==> config.mk <==
export PLATFORM = sky130hd
export DESIGN_NAME = cache_arbiter
export DESIGN_NICKNAME = d
export VERILOG_FILES = /design/src/rtl/cache_arbiter.sv
export SDC_FILE = /design/constraint.sdc
export NUM_CORES = 1
export LEC_CHECK = 0
export BUFFER_PORTS_ARGS = -buffer_cell sky130_fd_sc_hd__buf_4
export CORE_AREA = 2 2 534 536
export CTS_CLUSTER_SIZE = 20
export DETAILED_ROUTE_END_ITERATION = 7
export DIE_AREA = 0 0 536 538
export PLACE_DENSITY = 0.3
export SYNTH_ARGS = -nofsm -noshare
export SYNTH_HDL_FRONTEND = slang
export SYNTH_SLANG_ARGS = --single-unit
==> constraint.sdc <==
create_clock -name clk -period 4.5 [get_ports clk]
set_input_delay 0.45 -clock clk [delete_from_list [all_inputs] [get_ports clk]]
set_output_delay 0.45 -clock clk [all_outputs]
set_load 0.005 [all_outputs]
==> src/rtl/cache_arbiter.sv <==
// Arbitrates the single pmem line port between the icache and dcache, one transaction at a time.
// Grant to strobe 1 cycle; resp/rdata combinational on pmem_resp; requesters hold requests until their resp.
module cache_arbiter #(
    parameter int LINE_WIDTH   = 256,
    parameter int ADDR_WIDTH   = 32,
    parameter int MAX_D_STREAK = 4
) (
    input  logic                  clk,
    input  logic                  rst,
    input  logic                  i_read,
    input  logic [ADDR_WIDTH-1:0] i_address,
    output logic [LINE_WIDTH-1:0] i_rdata,
    output logic                  i_resp,
    input  logic                  d_read,
    input  logic                  d_write,
    input  logic [ADDR_WIDTH-1:0] d_address,
    input  logic [LINE_WIDTH-1:0] d_wdata,
    output logic [LINE_WIDTH-1:0] d_rdata,
    output logic                  d_resp,
    output logic                  pmem_read,
    output logic                  pmem_write,
    output logic [ADDR_WIDTH-1:0] pmem_address,
    output logic [LINE_WIDTH-1:0] pmem_wdata,
    input  logic [LINE_WIDTH-1:0] pmem_rdata,
    input  logic                  pmem_resp
);

    typedef enum logic [1:0] {
        IDLE    = 2'd0,
        SERVE_I = 2'd1,
        SERVE_D = 2'd2
    } state_t;

    localparam logic [3:0] MAX_STREAK = 4'(MAX_D_STREAK);

    state_t                state_q;
    logic                  pmem_read_q;
    logic                  pmem_write_q;
    logic [ADDR_WIDTH-1:0] addr_q;
    logic [LINE_WIDTH-1:0] wdata_q;
    logic [3:0]            d_streak_q;
    logic [3:0]            d_streak_d;

    logic idle;
    logic d_req;
    logic i_starved;
    logic grant_d;
    logic grant_i;

    assign idle      = (state_q == IDLE);
    assign d_req     = d_read | d_write;
    assign i_starved = i_read && (d_streak_q >= MAX_STREAK);
    assign grant_d   = idle && d_req && !i_starved;
    assign grant_i   = idle && i_read && !grant_d;

    // The streak only counts D grants that actually made I wait.
    always_comb begin
        d_streak_d = d_streak_q;
        if (grant_d && i_read) begin
            d_streak_d = (d_streak_q == 4'hF) ? 4'hF : d_streak_q + 4'd1;
        end else if (grant_d || grant_i) begin
            d_streak_d = 4'd0;
        end
    end

    always_ff @(posedge clk) begin
        if (rst) begin
            state_q      <= IDLE;
            pmem_read_q  <= 1'b0;
            pmem_write_q <= 1'b0;
            addr_q       <= '0;
            wdata_q      <= '0;
            d_streak_q   <= 4'd0;
        end else begin
            d_streak_q <= d_streak_d;
            case (state_q)
                IDLE: begin
                    if (grant_d) begin
                        // Read+write together is illegal upstream; the writeback wins.
                        state_q      <= SERVE_D;
                        pmem_write_q <= d_write;
                        pmem_read_q  <= !d_write;
                        addr_q       <= d_address;
                        wdata_q      <= d_wdata;
                    end else if (grant_i) begin
                        state_q      <= SERVE_I;
                        pmem_write_q <= 1'b0;
                        pmem_read_q  <= 1'b1;
                        addr_q       <= i_address;
                        wdata_q      <= d_wdata;
                    end
                end
                SERVE_I, SERVE_D: begin
                    if (pmem_resp) begin
                        state_q      <= IDLE;
                        pmem_read_q  <= 1'b0;
                        pmem_write_q <= 1'b0;
                    end
                end
                default: begin
                    state_q      <= IDLE;
                    pmem_read_q  <= 1'b0;
                    pmem_write_q <= 1'b0;
                end
            endcase
        end
    end

    assign pmem_read    = pmem_read_q;
    assign pmem_write   = pmem_write_q;
    assign pmem_address = addr_q;
    assign pmem_wdata   = wdata_q;

    assign i_resp  = (state_q == SERVE_I) && pmem_resp;
    assign d_resp  = (state_q == SERVE_D) && pmem_resp;
    assign i_rdata = i_resp ? pmem_rdata : '0;
    assign d_rdata = d_resp ? pmem_rdata : '0;

endmodule

==> results.json, run 1 <==
{
  "run_status": "complete, no violations",
  "cts_made_buffers": 39,
  "hold-path-cell-count": 3,
  "rr_startpoint": "state_q[0]$_SDFFE_PP0P_",
  "grtUsageTotal_pct": 12.2,
  "core_mm2": 0.283,
  "finalWirelength_mm": 186,
  "grtUsageMet3_pct": 5.98,
  "worst_pin_slew_ns": 1.05,
  "ant_nets": 0,
  "r2r-end": "pmem_address[3]$_SDFFE_PP0P_",
  "end_kind": "output port",
  "synth_edf_count": 0,
  "use_met2_pct": 19.8,
  "drive_gt1_share_pct": 46.2,
  "path_max_fanout": 79,
  "rows": 196,
  "clkTransAtPathRegs_ns": 0.06,
  "grt_pass1_wl_mm": 229,
  "cts.sinks": 296,
  "path_buf_inv": 3,
  "drc_errors": 0,
  "setup_violations": 0,
  "htreeDepth": 2,
  "syn_area_mm2": 0.0142,
  "yosys_register_bits": 296,
  "vdd_drop_max_mv": 0.318,
  "initial_utilization_pct": 5.03,
  "max-cap-violations": 0,
  "cts_resized": 0,
  "first_pass_iters": 5,
  "final-hold-violation-count": 0,
  "synth_top_flop_cell": "dfxtp_1",
  "multi_input_area_mm2": 0.00744,
  "crit_type": "reg2out",
  "met1_usage_pct": 13.7,
  "skew_ns": 0.0279,
  "fin_nets": 3808,
  "wire_per_inst_um": 26.5,
  "via_per_inst": 2.92,
  "port_buffers": 1385,
  "seq_area_frac_synth_pct": 41.6,
  "dp_hpwl_mm": 163,
  "hold_end": "pmem_wdata[43]$_SDFFE_PP0P_",
  "syn_area_per_cell_um2": 7.24,
  "hp-class": "in2reg",
  "cp_slowest_cell": "ha_4",
  "ys_warn_count": 0,
  "leakagePower_nw": 15.0,
  "maxSlewHeadroom_pct": 29.7,
  "path_delay_family": "buffers and inverters",
  "fillers": 33200,
  "dieWidth_um": 536,
  "yosysUniqueCellTypes": 27,
  "rsz0062_at_grt": "false",
  "busiest_layer": "met2",
  "setup_tns_ns": 0,
  "rrSetupSlack_ns": 1.71,
  "insertion_delay_ns": 0.60,
  "p_per_area_mw_per_mm2": 402,
  "clk_path_buf_depth": 3,
  "syn-num-nets": 2552,
  "crit_chain": "inv_1 > ha_4 > buf_12 > and3_1 > buf_4",
  "dieArea_mm2": 0.288,
  "rr_worst_depth": 7,
  "period_needed_ns": 3.33,
  "crit_required_ns": 4.05,
  "cp-start-kind": "flop",
  "grt_antenna_before_repair": 104,
  "synth_cells": 1966,
  "ff_latch_area_mm2": 0.00593,
  "max_stage_delay_ns": 0.64,
  "syn_to_final_growth_pct": 114,
  "clock-root-buffer": "clkbuf_16",
  "synthArstFlopShare_pct": 0,
  "gr-total-overflow": 0,
  "dr.first_iter.drc_count": 1125,
  "hp-start": "d_wdata[43]",
  "io_pins": 1386,
  "place_congestion": 0.947,
  "p_total_w": 0.0122,
  "cts_tree": "yes",
  "die_y_um": 538,
  "first_global_vias": 20427,
  "vias": 20503,
  "fin_crit_sh_pct": 74.1,
  "fmax_mhz": 300,
  "finalMaxSlewViolations": 0,
  "grt_max_degree": 118,
  "critPathArrivalTime_ns": 2.88
}
-- stage by stage --
stage / instances / cell area, um2 / setup WS (ns) / hold slack [ns] / util [%]
2_1_floorplan: 1966 / 14200 / 2.70 / 0.444 / -
3_3_place_gp: 6939 / 29000 / 1.76 / 0.443 / 10.3
3_5_place_dp: 6939 / 29000 / 1.71 / 0.448 / 10.3
4_1_cts: 7011 / 30400 / 1.10 / 0.000402 / 10.7
5_1_grt: 7024 / 30400 / 1.06 / 0.0490 / 10.7
6_report: 7033 / 30400 / 1.17 / 0.0855 / 10.7
-- cell families (layout without fill, tap and decap cells) --
| family | Yosys count | count (layout) | share of synthesized area, % |
|---|---|---|---|
| DFF | 296 | 296 | 41.6 |
| and+or+nand+nor | 1101 | 1101 | 38.5 |
| AOI/OAI and AO/OA | 339 | 339 | 13.0 |
| other | 0 | 22 | 0 |
| adders and majority gates | 4 | 4 | 0.351 |
| buffers and inverters | 226 | 1509 | 6.50 |
-- Yosys cell counts, types with 2 or more instances --
| master | n | area (um2) |
|---|---|---|
| a21oi_1 | 261 | 1310 |
| a311oi_1 | 32 | 280 |
| a32oi_1 | 2 | 17.5 |
| and2_1 | 2 | 12.5 |
| and3_1 | 512 | 3200 |
| buf_2 | 59 | 295 |
| clkbuf_1 | 164 | 616 |
| dfxtp_1 | 296 | 5930 |
| ha_1 | 4 | 50.1 |
| inv_1 | 2 | 7.51 |
| nand2_1 | 513 | 1930 |
| nand3_1 | 33 | 165 |
| nor2_1 | 34 | 128 |
| nor3b_1 | 2 | 15.0 |
| o21a_1 | 2 | 15.0 |
| o21ai_0 | 35 | 175 |
| o21ai_1 | 3 | 15.0 |
-- cells in the final DEF, fill, tap and decap left out, types with 3 or more instances in the layout --
cell	synthesis	layout
dfxtp_1	296	296
a21oi_1	261	261
clkbuf_1	164	9
nor2_1	34	34
clkinv_2	0	3
buf_4	1	1420
nand2_1	513	513
bufinv_16	0	3
clkbuf_16	0	41
clkbuf_8	0	7
and3_1	512	512
o21ai_0	35	35
nand3_1	33	33
buf_12	0	13
diode_2	0	22
dlygate4sd3_1	0	4
a311oi_1	32	32
-- tightest hold or removal path, stage by stage --
cell	delay, ns
buf_4	0.11
nand2_1	0.05
a21oi_1	0.05
-- registers in the layout (all words and copies together), names as in the netlist --
name	count
d_streak_q	4
state_q	2
pmem_address	32
pmem_read	1
pmem_write	1
pmem_wdata	256
-- worst max path at each step --
stage                       startpoint                            end  cells after the start
2_1_floorplan                pmem_resp                   i_rdata[100]                      4
3_3_place_gp   state_q[0]$_SDFFE_PP0P_  pmem_address[29]$_SDFFE_PP0P_                      7
3_5_place_dp   state_q[0]$_SDFFE_PP0P_   pmem_address[6]$_SDFFE_PP0P_                      7
4_1_cts        state_q[0]$_SDFFE_PP0P_                   d_rdata[111]                      5
5_1_grt        state_q[1]$_SDFFE_PP0P_                    i_rdata[54]                      5
6_report       state_q[1]$_SDFFE_PP0P_                    i_rdata[54]                      5
-- what timing repair did --
| item | 4_1_cts | 5_1_grt |
|---|---|---|
| hold endpoints to repair | 4 | 0 |
| buffers inserted | 0 | 0 |
| hold buffers | 4 | 0 |
-- cell type report --
cell class,count,area share [%]
Timing Repair Buffer,1439,36.1
Multi-Input combinational cell,1444,24.4
Sequential cell,296,19.5
Tap cell,3762,15.5
Clock buffer,57,3.80
Clock inverter,11,0.522
Antenna cell,22,0.181
Inverter,2,0.0247
-- report_power, final --
part	switching, W	internal [W]	leakage (nW)	total, W
Clock	0.00135	0.00196	0.644	0.00331
Sequential	0.000315	0.00315	2.45	0.00347
Combinational	0.00328	0.00218	12.0	0.00546
Total	0.00495	0.00729	15.0	0.0122
-- routing by layer --
metal / part of all wire [%] / routed length [um]
met1: 38 / 71700
met2: 45 / 84500
met3: 12 / 22600
met4: 3.9 / 7280
met5: 0.047 / 87
(Power assumes the default switching activity.)
==> inputs of run 2 (changes only) <==
--- a/config.mk
+++ b/config.mk
@@ -5,11 +5,12 @@
 export SDC_FILE = /design/constraint.sdc
 export NUM_CORES = 1
 export LEC_CHECK = 0
+export ABC_AREA = 1
 export BUFFER_PORTS_ARGS = -buffer_cell sky130_fd_sc_hd__buf_4
-export CORE_AREA = 2 2 534 536
+export CORE_AREA = 2 2 547 549
 export CTS_CLUSTER_SIZE = 20
 export DETAILED_ROUTE_END_ITERATION = 7
-export DIE_AREA = 0 0 536 538
+export DIE_AREA = 0 0 549 551
 export PLACE_DENSITY = 0.3
 export SYNTH_ARGS = -nofsm -noshare
 export SYNTH_HDL_FRONTEND = slang
==> constraint.sdc (replaced) <==
create_clock -name clk -period 2.7 [get_ports clk]
set_input_delay 0.27 -clock clk [delete_from_list [all_inputs] [get_ports clk]]
set_output_delay 0.27 -clock clk [all_outputs]
set_load 0.005 [all_outputs]
==> run 2 against run 1 <==
Die area grew 4.9%; critical path depth grew 1; critical endpoint is now d_rdata[42]; final area is 11% higher; non-clock buffer count is 333 higher; via count rose by 6.0%; sequential cell count unchanged; largest power group is now the clock network; global-route usage shrank 0.13 points.
==> results.json, run 2 <==
{
  "fillers": 34847,
  "grt_max_degree": 92,
  "ant_nets": 0,
  "clkTransAtPathRegs_ns": 0.06,
  "via_per_inst": 2.75,
  "seq_area_frac_synth_pct": 42.7,
  "io_pins": 1386,
  "r2r-end": "pmem_address[27]$_SDFFE_PP0P_",
  "worst_slack_ns": 0.117,
  "end_kind": "output port",
  "hold_end": "pmem_wdata[92]$_SDFFE_PP0P_",
  "yosysTopAreaCellShare_pct": 42.7,
  "p_per_area_mw_per_mm2": 500,
  "synth_most_common_cell": "nand2_1",
  "finalWirelength_mm": 192,
  "die_y_um": 551,
  "core_mm2": 0.296,
  "crit_type": "reg2out",
  "dp_slack_ns": 0.395,
  "grt_antenna_before_repair": 118,
  "cts.sinks": 296,
  "htreeDepth": 2,
  "clk_path_buf_depth": 3,
  "finalMaxSlewViolations": 0,
  "critPathArrivalTime_ns": 2.31,
  "setup_violations": 0,
  "skew_ns": 0.0241,
  "final_cell_mix": "1437 x buf_4, 591 x nand2_1, 519 x nor2_1",
  "dieWidth_um": 549,
  "syn_area_mm2": 0.0139,
  "synthTopCellsByArea": "dfxtp_1 43%, nand2_1 16%, nor2_1 14%, a21oi_1 11%, inv_1 8.2%",
  "synth_top_flop_cell": "dfxtp_1",
  "path_max_fanout": 14,
  "dieArea_mm2": 0.302,
  "hold-path-cell-count": 3,
  "fin_util_pct": 11.5,
  "grtUsageTotal_pct": 12.0,
  "port_buffers": 1385,
  "run_status": "complete, no violations",
  "synthArstFlopShare_pct": 0,
  "cp_slowest_cell": "dfxtp_1",
  "fin_nets": 4495,
  "max_stage_delay_ns": 0.36,
  "gr-total-overflow": 0,
  "leakagePower_nw": 16.3,
  "rows": 200,
  "fmax_mhz": 387,
  "wire_per_inst_um": 24.4,
  "cp-start-kind": "flop",
  "setup_tns_ns": 0,
  "rr_startpoint": "state_q[0]$_SDFFE_PP0P_",
  "dr.first_iter.drc_count": 1200,
  "crit_chain": "inv_1 > ha_4 > nand2_8 > buf_4 > nor2_1 > buf_4",
  "drive_gt1_share_pct": 38.8,
  "syn_to_final_growth_pct": 145,
  "final_common_cell": "buf_4",
  "insertion_delay_ns": 0.62,
  "first_global_vias": 21960,
  "syn-num-nets": 2837,
  "netlist_top_cells_count": "593 x nand2_1, 519 x nor2_1, 302 x inv_1",
  "dp_hpwl_mm": 171,
  "largest_register_ffs": 256,
  "fin_crit_sh_pct": 95.7,
  "yosysUniqueCellTypes": 19,
  "rsz0062_at_grt": "false",
  "final-hold-violation-count": 0,
  "cts_tree": "yes",
  "first_pass_iters": 5,
  "vias": 21739,
  "synth_cells": 2251,
  "clock-root-buffer": "clkbuf_16",
  "hp-start": "d_wdata[92]",
  "ys_warn_count": 0,
  "hp-class": "in2reg",
  "max-cap-violations": 0,
  "initial_utilization_pct": 4.68,
  "rrSetupSlack_ns": 0.21,
  "synth_edf_count": 0,
  "grt_pass1_wl_mm": 236,
  "worst_pin_slew_ns": 0.771,
  "place_congestion": 0.901,
  "crit_top_cell": "buf_4",
  "maxSlewHeadroom_pct": 48.4,
  "p_total_w": 0.0170,
  "cts_made_buffers": 43,
  "yosys_register_bits": 296,
  "rr_worst_depth": 10,
  "vdd_drop_max_mv": 0.432,
  "crit_required_ns": 2.43,
  "syn_area_per_cell_um2": 6.17,
  "drc_errors": 0,
  "period_needed_ns": 2.58,
  "synth_top_area_cell": "dfxtp_1"
}
run 2: timing repair:
item | in CTS | in global routing
pin swaps | 1 | 1
hold buffers | 320 | 0
setup endpoints to repair | 347 | 20
setup buffers | 3 | 0
gates cloned | 1 | 1
endpoints found under the hold margin | 290 | 0
resized for setup | 4 | 9
run 2: final cells by class:
class                   count  area, um2  area share (%)
diodes                     11       27.5          0.0811
clock buffers              65       1250            3.68
clock inverters            12        169           0.498
inverters                 305       1150            3.40
multi-input cells        1491       6200            18.3
flip-flops and latches    296       5930            17.5
well taps                3939       4930            14.5
repair buffers           1772      14300            42.1
run 2: logic make-up after synthesis:
| family | after synthesis | synth area share [%] |
|---|---|---|
| AOI/OAI and AO/OA | 327 | 11.8 |
| adders and majority gates | 4 | 0.361 |
| buffers and inverters | 466 | 13.4 |
| DFF | 296 | 42.7 |
| and+or+nand+nor | 1158 | 31.8 |
run 2: through the flow:
stage	hold WS, ns	instance area [um2]	instances
6_report	0.0409	33900	7891
5_1_grt	0.0252	33900	7884
4_1_cts	0.0246	33900	7879
3_5_place_dp	0.457	29200	7478
3_3_place_gp	0.454	29200	7478
2_1_floorplan	0.414	13900	2251
run 2: where the power goes:
part | switching [W] | total (W) | internal, W
Sequential | 0.000340 | 0.00523 | 0.00489
Clock | 0.00250 | 0.00590 | 0.00341
Combinational | 0.00334 | 0.00585 | 0.00251
Total | 0.00618 | 0.0170 | 0.0108
run 2: worst max-delay path by stage:
stage,from,endpoint,slack (ns),cells past startpoint
after floorplan,state_q[0]$_SDFFE_PP0P_,d_resp,1.10,6
after global placement,state_q[1]$_SDFFE_PP0P_,i_rdata[155],0.43,6
after detailed placement,state_q[1]$_SDFFE_PP0P_,i_rdata[155],0.39,6
after CTS,state_q[1]$_SDFFE_PP0P_,pmem_address[28]$_SDFFE_PP0P_,0.009,10
after global routing,state_q[0]$_SDFFE_PP0P_,d_rdata[174],0.01,6
final,state_q[0]$_SDFFE_PP0P_,d_rdata[42],0.12,6
run 2: routing by layer:
metal,global-route usage (%),vias to the layer above,share of wire (%)
li1,-,10066,-
met1,12.9,10091,38
met2,21.2,1255,48
met3,5.70,311,11
met4,2.90,16,2.9
met5,0,-,0.058
run 2: critical path, delay by kind of cell, from the launching register on:
kind,cells,cell delay [ns]
AND/OR/NAND/NOR,2,0.40
adder cells (fa/ha/maj),1,0.30
buffers and inverters,3,0.58
flip-flops,1,0.36
